## config.mk

```make
export PLATFORM = sky130hd
export DESIGN_NAME = dice_btn_cond
export DESIGN_NICKNAME = d
export VERILOG_FILES = /design/src/rtl/dice_pkg.sv /design/src/rtl/dice_btn_ch.sv /design/src/rtl/dice_btn_cond.sv
export SDC_FILE = /design/constraint.sdc
export NUM_CORES = 1
export LEC_CHECK = 0
export BUFFER_PORTS_ARGS = -buffer_cell sky130_fd_sc_hd__buf_2
export CORE_ASPECT_RATIO = 1.1
export CORE_UTILIZATION = 53
export CTS_CLUSTER_DIAMETER = 60
export CTS_CLUSTER_SIZE = 16
export DETAILED_ROUTE_END_ITERATION = 7
export PLACE_DENSITY = 0.75
export REMOVE_ABC_BUFFERS = 1
export SYNTH_ARGS = -nofsm -noshare
export SYNTH_HDL_FRONTEND = slang
export SYNTH_SLANG_ARGS = --single-unit
```

## constraint.sdc

```tcl
create_clock -name sys_clk -period 2.3 [get_ports sys_clk]
set_input_delay 0.115 -clock sys_clk [delete_from_list [all_inputs] [get_ports sys_clk]]
set_output_delay 0.115 -clock sys_clk [all_outputs]
set_load 0.05 [all_outputs]
```

## src/rtl/dice_pkg.sv

```systemverilog
// Shared types and default timing constants for the dice button conditioner.
// The BTN_REPEAT_EN build macro enables auto-repeat in dice_btn_ch.
package dice_pkg;

  typedef enum logic [1:0] {IDLE, PRESS_CHK, HELD, REL_CHK} btn_state_t;

  localparam int DB_CYCLES_DEF  = 500000;
  localparam int REPEAT_DLY_DEF = 25000000;
  localparam int REPEAT_PER_DEF = 10000000;

endpackage

```

## src/rtl/dice_btn_ch.sv

```systemverilog
// One button channel: 2-FF synchroniser, debounce FSM, press pulse and level.
// BTN_REPEAT_EN adds an auto-repeat counter that runs while the button is held.
module dice_btn_ch
  import dice_pkg::*;
#(
  parameter int DB_CYCLES  = DB_CYCLES_DEF,
  parameter int REPEAT_DLY = REPEAT_DLY_DEF,
  parameter int REPEAT_PER = REPEAT_PER_DEF
) (
  input  logic       sys_clk,
  input  logic       reset,
  input  logic       btn_in,
  output logic       pulse,
  output logic       level,
  output btn_state_t state
);

  localparam int CW = $clog2(DB_CYCLES);
  localparam logic [CW-1:0] CNT_TERM = CW'(DB_CYCLES - 1);

  if (DB_CYCLES < 2 || REPEAT_DLY < 1 || REPEAT_PER < 1) begin : g_cfg_chk
    $error("dice_btn_ch: DB_CYCLES must be >= 2 and repeat timings >= 1");
  end

  logic          sync_1;
  logic          sync_q;
  logic [CW-1:0] cnt;

`ifdef BTN_REPEAT_EN
  localparam int RMAX = (REPEAT_DLY > REPEAT_PER) ? REPEAT_DLY : REPEAT_PER;
  localparam int RW   = (RMAX > 1) ? $clog2(RMAX) : 1;
  localparam logic [RW-1:0] DLY_TERM = RW'(REPEAT_DLY - 1);
  localparam logic [RW-1:0] PER_TERM = RW'(REPEAT_PER - 1);

  logic [RW-1:0] rpt_cnt;
  logic          rpt_first;
`endif

  always_ff @(posedge sys_clk or posedge reset) begin
    if (reset) begin
      sync_1 <= 1'b0;
      sync_q <= 1'b0;
      state  <= IDLE;
      cnt    <= '0;
      pulse  <= 1'b0;
      level  <= 1'b0;
`ifdef BTN_REPEAT_EN
      rpt_cnt   <= '0;
      rpt_first <= 1'b1;
`endif
    end else begin
      sync_1 <= btn_in;
      sync_q <= sync_1;
      pulse  <= 1'b0;
      case (state)
        IDLE: begin
          if (sync_q) begin
            state <= PRESS_CHK;
            cnt   <= '0;
          end
        end
        PRESS_CHK: begin
          if (!sync_q) begin
            state <= IDLE;
            cnt   <= '0;
          end else if (cnt == CNT_TERM) begin
            state <= HELD;
            level <= 1'b1;
            pulse <= 1'b1;
            cnt   <= '0;
`ifdef BTN_REPEAT_EN
            rpt_cnt   <= '0;
            rpt_first <= 1'b1;
`endif
          end else begin
            cnt <= cnt + 1'b1;
          end
        end
        HELD: begin
          if (!sync_q) begin
            state <= REL_CHK;
            cnt   <= '0;
`ifdef BTN_REPEAT_EN
            rpt_cnt   <= '0;
            rpt_first <= 1'b1;
          end else if (rpt_cnt == (rpt_first ? DLY_TERM : PER_TERM)) begin
            // First repeat waits REPEAT_DLY, later ones REPEAT_PER.
            pulse     <= 1'b1;
            rpt_cnt   <= '0;
            rpt_first <= 1'b0;
          end else begin
            rpt_cnt <= rpt_cnt + 1'b1;
`endif
          end
        end
        REL_CHK: begin
          if (sync_q) begin
            state <= HELD;
            cnt   <= '0;
`ifdef BTN_REPEAT_EN
            rpt_cnt   <= '0;
            rpt_first <= 1'b1;
`endif
          end else if (cnt == CNT_TERM) begin
            state <= IDLE;
            level <= 1'b0;
            cnt   <= '0;
          end else begin
            cnt <= cnt + 1'b1;
          end
        end
        default: begin
          state <= IDLE;
          cnt   <= '0;
        end
      endcase
    end
  end

endmodule

```

## src/rtl/dice_btn_cond.sv

```systemverilog
// Button conditioner feeding the dice game ER/EL roll enables: polarity fix plus
// one debounced channel per button. BTN_REPEAT_EN enables auto-repeat pulses.
module dice_btn_cond
  import dice_pkg::*;
#(
  parameter int N_BTN          = 2,
  parameter int DB_CYCLES      = DB_CYCLES_DEF,
  parameter int BTN_ACTIVE_LOW = 0,
  parameter int REPEAT_DLY     = REPEAT_DLY_DEF,
  parameter int REPEAT_PER     = REPEAT_PER_DEF
) (
  input  logic               sys_clk,
  input  logic               reset,
  input  logic [N_BTN-1:0]   btn_raw,
  output logic [N_BTN-1:0]   btn_pulse,
  output logic [N_BTN-1:0]   btn_level,
  output logic [2*N_BTN-1:0] dbg_state
);

  logic [N_BTN-1:0] btn_act;

  assign btn_act = (BTN_ACTIVE_LOW != 0) ? ~btn_raw : btn_raw;

  for (genvar i = 0; i < N_BTN; i++) begin : g_ch
    btn_state_t ch_state;

    dice_btn_ch #(
      .DB_CYCLES (DB_CYCLES),
      .REPEAT_DLY(REPEAT_DLY),
      .REPEAT_PER(REPEAT_PER)
    ) u_ch (
      .sys_clk(sys_clk),
      .reset  (reset),
      .btn_in (btn_act[i]),
      .pulse  (btn_pulse[i]),
      .level  (btn_level[i]),
      .state  (ch_state)
    );

    assign dbg_state[2*i +: 2] = ch_state;
  end

endmodule

```

# Word-level counts from Yosys, hierarchy flattened

Cells that the tools add are included.
Widths: inputs -> output; s select.

Add/subtract/negate cells: 2
$mul: 0
Divide/modulo/power cells: 0
Magnitude comparators: 0
Equal/unequal tests: 24
Shifts and indexed selects: 0
Muxes and demuxes: 42
Bitwise gates (word level): 0
Reductions and logical operators: 10

Operator list:

| operator              | number |
|---|---|
| $mux 19               | 10 |
| $pmux 19 s4           | 2 |
| $add 19x1->19 const B | 2 |
| $eq 19x19->1 const B  | 2 |
| $mux 2                | 12 |
| $ne 2x1->1 const B    | 8 |
| $pmux 2 s4            | 2 |
| $mux 1                | 14 |
| $reduce_and 5->1      | 2 |
| $eq 2x2->1 const B    | 4 |
| $ne 2x2->1 const B    | 4 |
| $reduce_and 4->1      | 2 |
| $ne 3x1->1 const B    | 2 |
| $ne 3x3->1 const B    | 2 |
| $eq 2x1->1 const B    | 2 |
| $logic_not 2->1       | 2 |
| $pmux 1 s2            | 2 |
| $reduce_and 2->1      | 2 |
| $reduce_bool 2->1     | 2 |

Register bits after elaboration: 50
Bits in latches: 0
Memory bits (writable): 0
Memory bits (read-only): 0
Input bits: 4
Output and inout port bits: 8
Logic and storage cells: 90
Memories kept: 0

# Longest topological paths before layout

Gate-level depths: netlist of run 1.

Depth in word-level cells: 4
Depth in mapped cells: 7
Gate-level depth less buffers: 6

# Modules after synthesis

From an unflattened synthesis of run 1, not the netlist that was laid out.

Cells, all modules: 288
Area, all modules: 2652.5 um2

By module, submodules not included:

| module      | times used | cells an instance | area each (um2) |
|---|---|---|---|
| dice_btn_ch | 2          | 144               | 1326.3 |

# Worst setup path before layout of run 1

OpenSTA, ideal clock, no wires.

Path type: flip-flop to flip-flop
Start point: register g_ch[1].u_ch.cnt[5]
End point: register g_ch[1].u_ch.level
Arrival time: 1.877 ns
Path slack: 0.292 ns
Cell stages (with the launch flop): 7
Period minus slack after synthesis: 2.008 ns
Path through: dfrtp_1 buf_6 or4_4 nor4b_4 and3_4 nor2_1 or3_1

Word-level cells in the longest chain between the ends: 3
Elaborated cells on any way between the ends: 4

RTL lines:

| what                         | RTL line                              | text |
|---|---|---|
| start, declared              | dice_btn_ch.sv:27                     | `logic [CW-1:0] cnt;` |
| start signal, assigned       | dice_btn_ch.sv:76                     | `cnt <= cnt + 1'b1;` |
| start signal, assigned       | dice_btn_ch.sv:109                    | `cnt <= cnt + 1'b1;` |
| $eq 19x19->1 *               | dice_btn_ch.sv:66, dice_btn_ch.sv:104 |  |
| $ne 2x1->1 (no line)         | --                                    |  |
| $reduce_and 5->1 (no line) * | --                                    |  |
| end signal, assigned         | dice_btn_ch.sv:46                     | `level <= 1'b0;` |
| end signal, assigned         | dice_btn_ch.sv:68                     | `level <= 1'b1;` |
| end signal, assigned         | dice_btn_ch.sv:106                    | `level <= 1'b0;` |
| end, declared                | dice_btn_ch.sv:14                     | `output logic level,` |

Every way passes the cells marked *; elsewhere a longest branch is shown, timed or not.
A chain may end at the register's enable or synchronous reset.

# Worst setup path in the final report of run 1

Start point: register g_ch[1].u_ch.cnt[9]
End point: register g_ch[1].u_ch.cnt[16]

Word-level cells in the longest chain between the ends: 4
Elaborated cells on any way between the ends: 6

RTL lines:

| what                                                 | RTL line                              | text |
|---|---|---|
| $add 19x1->19 / $eq 19x19->1 (equally long branches) | --                                    |  |
| $mux 19 *                                            | dice_btn_ch.sv:66, dice_btn_ch.sv:104 |  |
| $mux 19 (on tied branches)                           | dice_btn_ch.sv:97, dice_btn_ch.sv:63  |  |
| $pmux 19 s4 *                                        | dice_btn_ch.sv:55                     | `case (state)` |

Marks and branches as above.

==> metrics, run 1 <==
cts hold-fix bufs 3; CTS HTree Levels 2; Critical Path Stages 6; via count roughly 2,200; Rows 26; Post-Syn Area around 2600 um^2; slew margin rel. between 60% and 70%; CP bufs+invs 1; post-route ant nets 0; Async S/R FF share, synth 100%; layout cells sized above 1 14.6%; most frequent cells in the layout dfrtp_1, nand2_1, nand3_1; initial antenna violation count 0; clock skew about 12 ps; I/O pin cnt 12; syn_area_per_cell approximately 9 um^2; unique cell type count in the Yosys netlist between 40 and 50; largest net degree at the start of global routing 26; CP most frequent cell a21o_1; Total Routing Usage GR between 20 and 25%; setup bufs post-CTS 0; Clock Latency Late Sink 310 ps; RSZ-0062 raised after global routing false; power per cell area about 650 nW/um^2; Initial Utilization 56.0%; die area 5230 um^2; status completed; vias per cell 6.02; CTS Buf Count 5; Resize count post-CTS 0; Clock Sinks 50; Mapped Cells about 290; Post-Route WL about 5.4 mm; CP max stage delay between 500 and 600 ps; n_diodes 0; Post-synth EDFFs 0; nets between 300 and 400; #FFs+latches synth 50; max-slew violations 0; design area approximately 2900 um^2; Final min period between 2000 and 2500 ps; most common cell after layout, fill and taps aside dfrtp_1; grt ovf 0; chip width 69.1 um; first-pass GRT wire length a little over 9 mm; GP Congestion 0.918; Initial DRC Count between 100 and 150; CTS clk-pin slew, worst paths approximately 100 ps; crit path DAT 2260 ps; Clock Tree Buf Depth 2; Final Hold Viols 0; ys flop type dfrtp_1; Warnings, synthesis 0; Post-DP HPWL around 3.8 mm; Die Y 75.8 um; Critical Path RT roughly 2500 ps; post-synthesis sequential area ratio 47.7%; startpoint types flip-flop; # setup viols final 0; critical path's top delay family simple AND/OR/NAND/NOR gates; Hold Crit Class reg2reg; Clock Root Buffer clkbuf_8; DRT Pass-1 Iters 4; DP Area about 2800 um^2; drt wl/cell approximately 15 um; hold depth 0; VDD IR max 704 uV; CP max stage cell or4_4; Max Cap Viol 0; DRC 0; Lkg Pwr ~0.0013 uW; vias in the first global route approximately 2,100; cell chain of the critical path or4_4 > nor4b_4 > a21oi_2 > buf_4 > a21o_1 > a21o_1; crit share post-route around nine tenths; CTS tree done; CP Capture Type flip-flop; core area 4680 um^2; Fmax approximately 500 MHz; Port Buffer Count 11; Layout area overhead 11.6%; worst-path maximum fanout 21; measured slew at the worst slew-check pin 520 ps; fin worst setup slack around 250 ps; worst r2r path cells 6; Fill cells 421; Fin Setup TNS 0 ps; Worst Setup Path Type reg2reg; worst slack, placed between 200 and 250 ps
## final timing paths
kind | startpoint | end | slack, ps
setup / recovery | g_ch[1].u_ch.cnt[9]$_DFFE_PP0P_ | g_ch[1].u_ch.cnt[16]$_DFFE_PP0P_ | 250
hold / removal | g_ch[1].u_ch.sync_1$_DFF_PP0_ | g_ch[1].u_ch.sync_q$_DFF_PP0_ | 360
setup reg to reg | g_ch[1].u_ch.cnt[9]$_DFFE_PP0P_ | g_ch[1].u_ch.cnt[16]$_DFFE_PP0P_ | 250
hold reg to reg | g_ch[1].u_ch.sync_1$_DFF_PP0_ | g_ch[1].u_ch.sync_q$_DFF_PP0_ | 360
max in group asynchronous | reset | g_ch[0].u_ch.cnt[18]$_DFFE_PP0P_ | 1320
min in group asynchronous | reset | g_ch[1].u_ch.cnt[3]$_DFFE_PP0P_ | 370
## layer usage
layer | share of wire, % | global-route usage, %
met1 | 45 | 26.3
met2 | 51 | 41.4
met3 | 2.9 | 4.50
met4 | 1.2 | 8.16
met5 | 0 | 0
## stage by stage
step,power [uW],hold slack (ps),instances,util (%)
finish,1890,356,365,62.4
global route,1980,374,365,62.4
CTS,1910,359,365,62.4
detailed placement,1280,188,354,59.4
global placement,1260,179,354,59.4
floorplan,1150,146,273,-
## Yosys cell counts (all sizes together) (2+ instances only)
cell type  number  area (um^2)
dfrtp          50         1250
nand2          47          176
nand3          24          120
o21ai          15         75.1
a21oi          14         73.8
nor2           14         52.6
nand4          13         81.3
a31oi          11         68.8
inv             9         33.8
nor3            9         50.1
or3             9         56.3
buf             7         51.3
xor2            7         61.3
and4            6         52.6
clkbuf          5         18.8
a21o            4         31.3
or4             4         33.8
a22o            3         26.3
and3            3         23.8
mux2i           3         30.0
o22ai           3         18.8
and2            2         12.5
ha              2         25.0
mux2            2         22.5
nor4b           2         32.5
o211ai          2         15.0
o31ai           2         15.0
xnor2           2         17.5
## sequential cells by signal (all words and copies together) (netlist names), named ones only
name / count
g_ch.u_ch.cnt: 38
g_ch.u_ch.level: 2
g_ch.u_ch.pulse: 2
g_ch.u_ch.state: 2
g_ch.u_ch.sync_1: 2
g_ch.u_ch.sync_q: 2
## power by group
| part | internal, uW | switching, uW |
|---|---|---|
| sequential | 910 | 49.6 |
| combinational | 102 | 198 |
| clock | 324 | 309 |
| total | 1340 | 557 |
## cell families (layout without fill, tap and decap cells)
kind of cell / after synthesis / after routing / share of synthesized area, %
XOR/XNOR: 9 / 9 / 3.01
multiplexers: 5 / 5 / 2.00
flip-flops: 50 / 50 / 47.7
AND/OR/NAND/NOR: 137 / 137 / 27.6
buffers and inverters: 21 / 45 / 3.96
AO/OA/AOI/OAI: 61 / 61 / 14.7
adder cells (fa/ha/maj): 2 / 2 / 0.955
## area by class of cell
class	instances	area [um^2]	share of cell area, %
multi-input cells	214	1270	43.3
clock inverters	3	45.0	1.54
inverters	9	33.8	1.15
clock buffers	5	68.8	2.35
repair buffers	28	190	6.50
well taps	56	70.1	2.40
flip-flops and latches	50	1250	42.8
Note: power is estimated with default switching activity, not from simulation.
==> run 2, diff against run 1 <==
--- a/config.mk
+++ b/config.mk
@@ -5,6 +5,7 @@
 export SDC_FILE = /design/constraint.sdc
 export NUM_CORES = 1
 export LEC_CHECK = 0
+export ABC_AREA = 1
 export BUFFER_PORTS_ARGS = -buffer_cell sky130_fd_sc_hd__buf_2
 export CORE_ASPECT_RATIO = 1.1
 export CORE_UTILIZATION = 53
==> run 2 against run 1 <==
Against the previous run:
- utilization fell by 2.9 points
- wire length grew 5.9%
- combinational power increased by 37%
- synthesized cell count up 36%
- clock skew increased by 3.3 ps
- first-iteration DRC count shrank 8.5%
- register-to-register slack gained 420 ps
- design area rose by 9.8%
- largest cell class unchanged
- fmax grew 25%
- flip-flop and latch count unchanged
- critical path type unchanged
==> metrics, run 2 <==
Lkg Pwr 0.00150 uW (+18%); Clock Root Buffer clkbuf_8; # setup viols final 0 (unchanged); first-pass GRT wire length 10.1 mm (+9.4%); CP most frequent cell nand2_4; Hold Crit Class reg2reg; Layout area overhead 7.45%; crit path DAT 1840 ps (-420 ps); Die Y 80.8 um (+6.6%); Max Cap Viol 0 (unchanged); CTS tree done; vias per cell 5.06 (-16%); Final min period 1640 ps (-416 ps); most common cell after layout, fill and taps aside nand2_1; CP max stage cell dfrtp_1; Fmax 611 MHz (+25%); cell chain of the critical path ha_1 > nand2_4 > nor2_8 > nand3_4 > nand2_4 > inv_2 > nand3_1 > nand2_1; Clock Latency Late Sink 310 ps (about the same); CP Capture Type flip-flop; most common library cells after synthesis nand2_1, dfrtp_1, inv_1; I/O pin cnt 12 (unchanged); drt wl/cell 12.0 um (-19%); DRC 0 (unchanged); largest net degree at the start of global routing 28 (+7.7%); Post-DP HPWL 4.24 mm (+10%); Total Routing Usage GR 22.2% (-0.21 points); Warnings, synthesis 0 (unchanged); post-route ant nets 0 (unchanged); chip width 73.6 um (+6.6%); power per cell area 610 nW/um^2 (-5.8%); most frequent cells in the layout nand2_1, dfrtp_1, inv_1; Fill cells 490 (+16%); max-slew violations 0 (unchanged); startpoint types flip-flop; top-area cell type share of the netlist area 41.8% (-5.9 points); Resize count post-CTS 0 (unchanged); GP Congestion 0.853 (-7.1%); count leader, synth nand2_1; worst r2r path cells 8 (+2); Rows 28 (+7.7%); measured slew at the worst slew-check pin 576 ps (+55.4 ps); CTS HTree Levels 2 (unchanged); die area 5950 um^2 (+14%); register with the most flip-flops g_ch.u_ch.cnt; WHS 370 ps (+14.6 ps); CTS Buf Count 5 (unchanged); Fin Setup TNS 0 ps (unchanged); clock skew 15.3 ps (+3.27 ps); nets 410 (+31%); n_diodes 0 (unchanged); post-synthesis sequential area ratio 41.8% (-5.9 points); worst-path maximum fanout 14 (-33%); CTS clk-pin slew, worst paths 100 ps (about the same); Mapped Cells 389 (+36%); number of flip-flops in the largest register 38 (unchanged); Final Hold Viols 0 (unchanged); via count 2,428 (+11%); #FFs+latches synth 50 (unchanged); DRT Pass-1 Iters 4 (unchanged); hold depth 0 (unchanged); total power draw 1960 uW (+3.5%); Clock Sinks 50 (unchanged); Synth area leader dfrtp_1; Post-Route WL 5.76 mm (+5.9%); slew margin rel. 61.6% (-3.7 points); Port Buffer Count 11 (unchanged); initial antenna violation count 0 (unchanged); Initial DRC Count 118 (-8.5%); core area 5400 um^2 (+15%); unique cell type count in the Yosys netlist 37 (-21%); Post-synth EDFFs 0 (unchanged); crit share post-route 71.2% (-18 points); Critical Path RT 2500 ps (about the same); Initial Utilization 55.4% (-0.53 points); status completed; Async S/R FF share, synth 100% (unchanged); Layout Utilization 59.6% (-2.9 points); Clock Tree Buf Depth 2 (unchanged); syn_area_per_cell 7.69 um^2 (-16%); Post-Syn Area 2990 um^2 (+14%); CP max stage delay 440 ps (-100 ps); layout cells sized above 1 15.8% (+1.2 points); vias in the first global route 2,358 (+14%); grt ovf 0 (unchanged); main area contributors after synthesis dfrtp_1, nand2_1, nand3_1; ys flop type dfrtp_1; Worst Setup Path Type reg2reg; RSZ-0062 raised after global routing false; VDD IR max 480 uV (-32%)
## run 2: changes by cell type after synthesis, sizes merged, moves of 10 or more
cell	previous run	this run
nand2	47	137
nor2	14	50
inv	9	39
a31oi	11	0
nand3	24	35
a21oi	14	4
## run 2: kinds of logic after synthesis
logic type / count (synthesis) / synth area share (%)
simple gates: 238 / 38.1
flops: 50 / 41.8
buf+inv: 49 / 7.57
compound gates: 35 / 7.28
xor+xnor: 15 / 4.39
fa+ha+maj: 2 / 0.837
## run 2: final timing paths
kind                                                 start                          endpoint  slack (ps)
min reg2reg                  g_ch[0].u_ch.sync_1$_DFF_PP0_     g_ch[0].u_ch.sync_q$_DFF_PP0_         370
max reg2reg                g_ch[0].u_ch.cnt[0]$_DFFE_PP0P_  g_ch[0].u_ch.cnt[15]$_DFFE_PP0P_         660
min                          g_ch[0].u_ch.sync_1$_DFF_PP0_     g_ch[0].u_ch.sync_q$_DFF_PP0_         370
min in group asynchronous                            reset     g_ch[1].u_ch.sync_q$_DFF_PP0_         390
max                        g_ch[0].u_ch.cnt[0]$_DFFE_PP0P_  g_ch[0].u_ch.cnt[15]$_DFFE_PP0P_         660
max in group asynchronous                            reset  g_ch[0].u_ch.cnt[15]$_DFFE_PP0P_        1300
## run 2: area by class of cell
class	instances	area, um^2	share of cell area, %
inverters	40	150	4.67
repair buffers	17	108	3.35
well taps	75	93.8	2.92
flip-flops and latches	50	1250	38.9
clock buffers	5	68.8	2.14
multi-input cells	290	1510	47.1
clock inverters	3	28.8	0.896
## run 2: critical path, delay by kind of cell (launching register included)
family | cells | cell delay (ps)
adders and majority gates | 1 | 290
buffers and inverters | 1 | 90
DFF | 1 | 440
and+or+nand+nor | 6 | 700
## run 2: power breakdown
group | switching, uW | internal [uW]
sequential | 62.1 | 932
combinational | 308 | 103
clock | 328 | 226
total | 698 | 1260
## run 2: metal layers
layer  share of wire (%)  up-vias  routed length [um]  global-route usage [%]
li1                    -     1255                   -                       -
met1                  44     1127                2530                    24.9
met2                  51       36                2950                    41.0
met3                 2.4       10                 136                    3.85
met4                 2.3        0                 133                    9.42
met5                   0        -                   0                       0
## run 2: metrics by stage
step | cell area (um^2) | setup slack [ps] | instances
after CTS | 3210 | 669 | 480
after detailed placement | 3090 | 694 | 469
after global placement | 3090 | 741 | 469
after floorplan | 2910 | 653 | 380
final | 3210 | 663 | 480
after global routing | 3210 | 543 | 480
## run 2: repair_timing
action | in CTS | in global routing
endpoints found under the hold margin | 27 | 0
buffers inserted | 0 | 0
hold buffers | 3 | 0
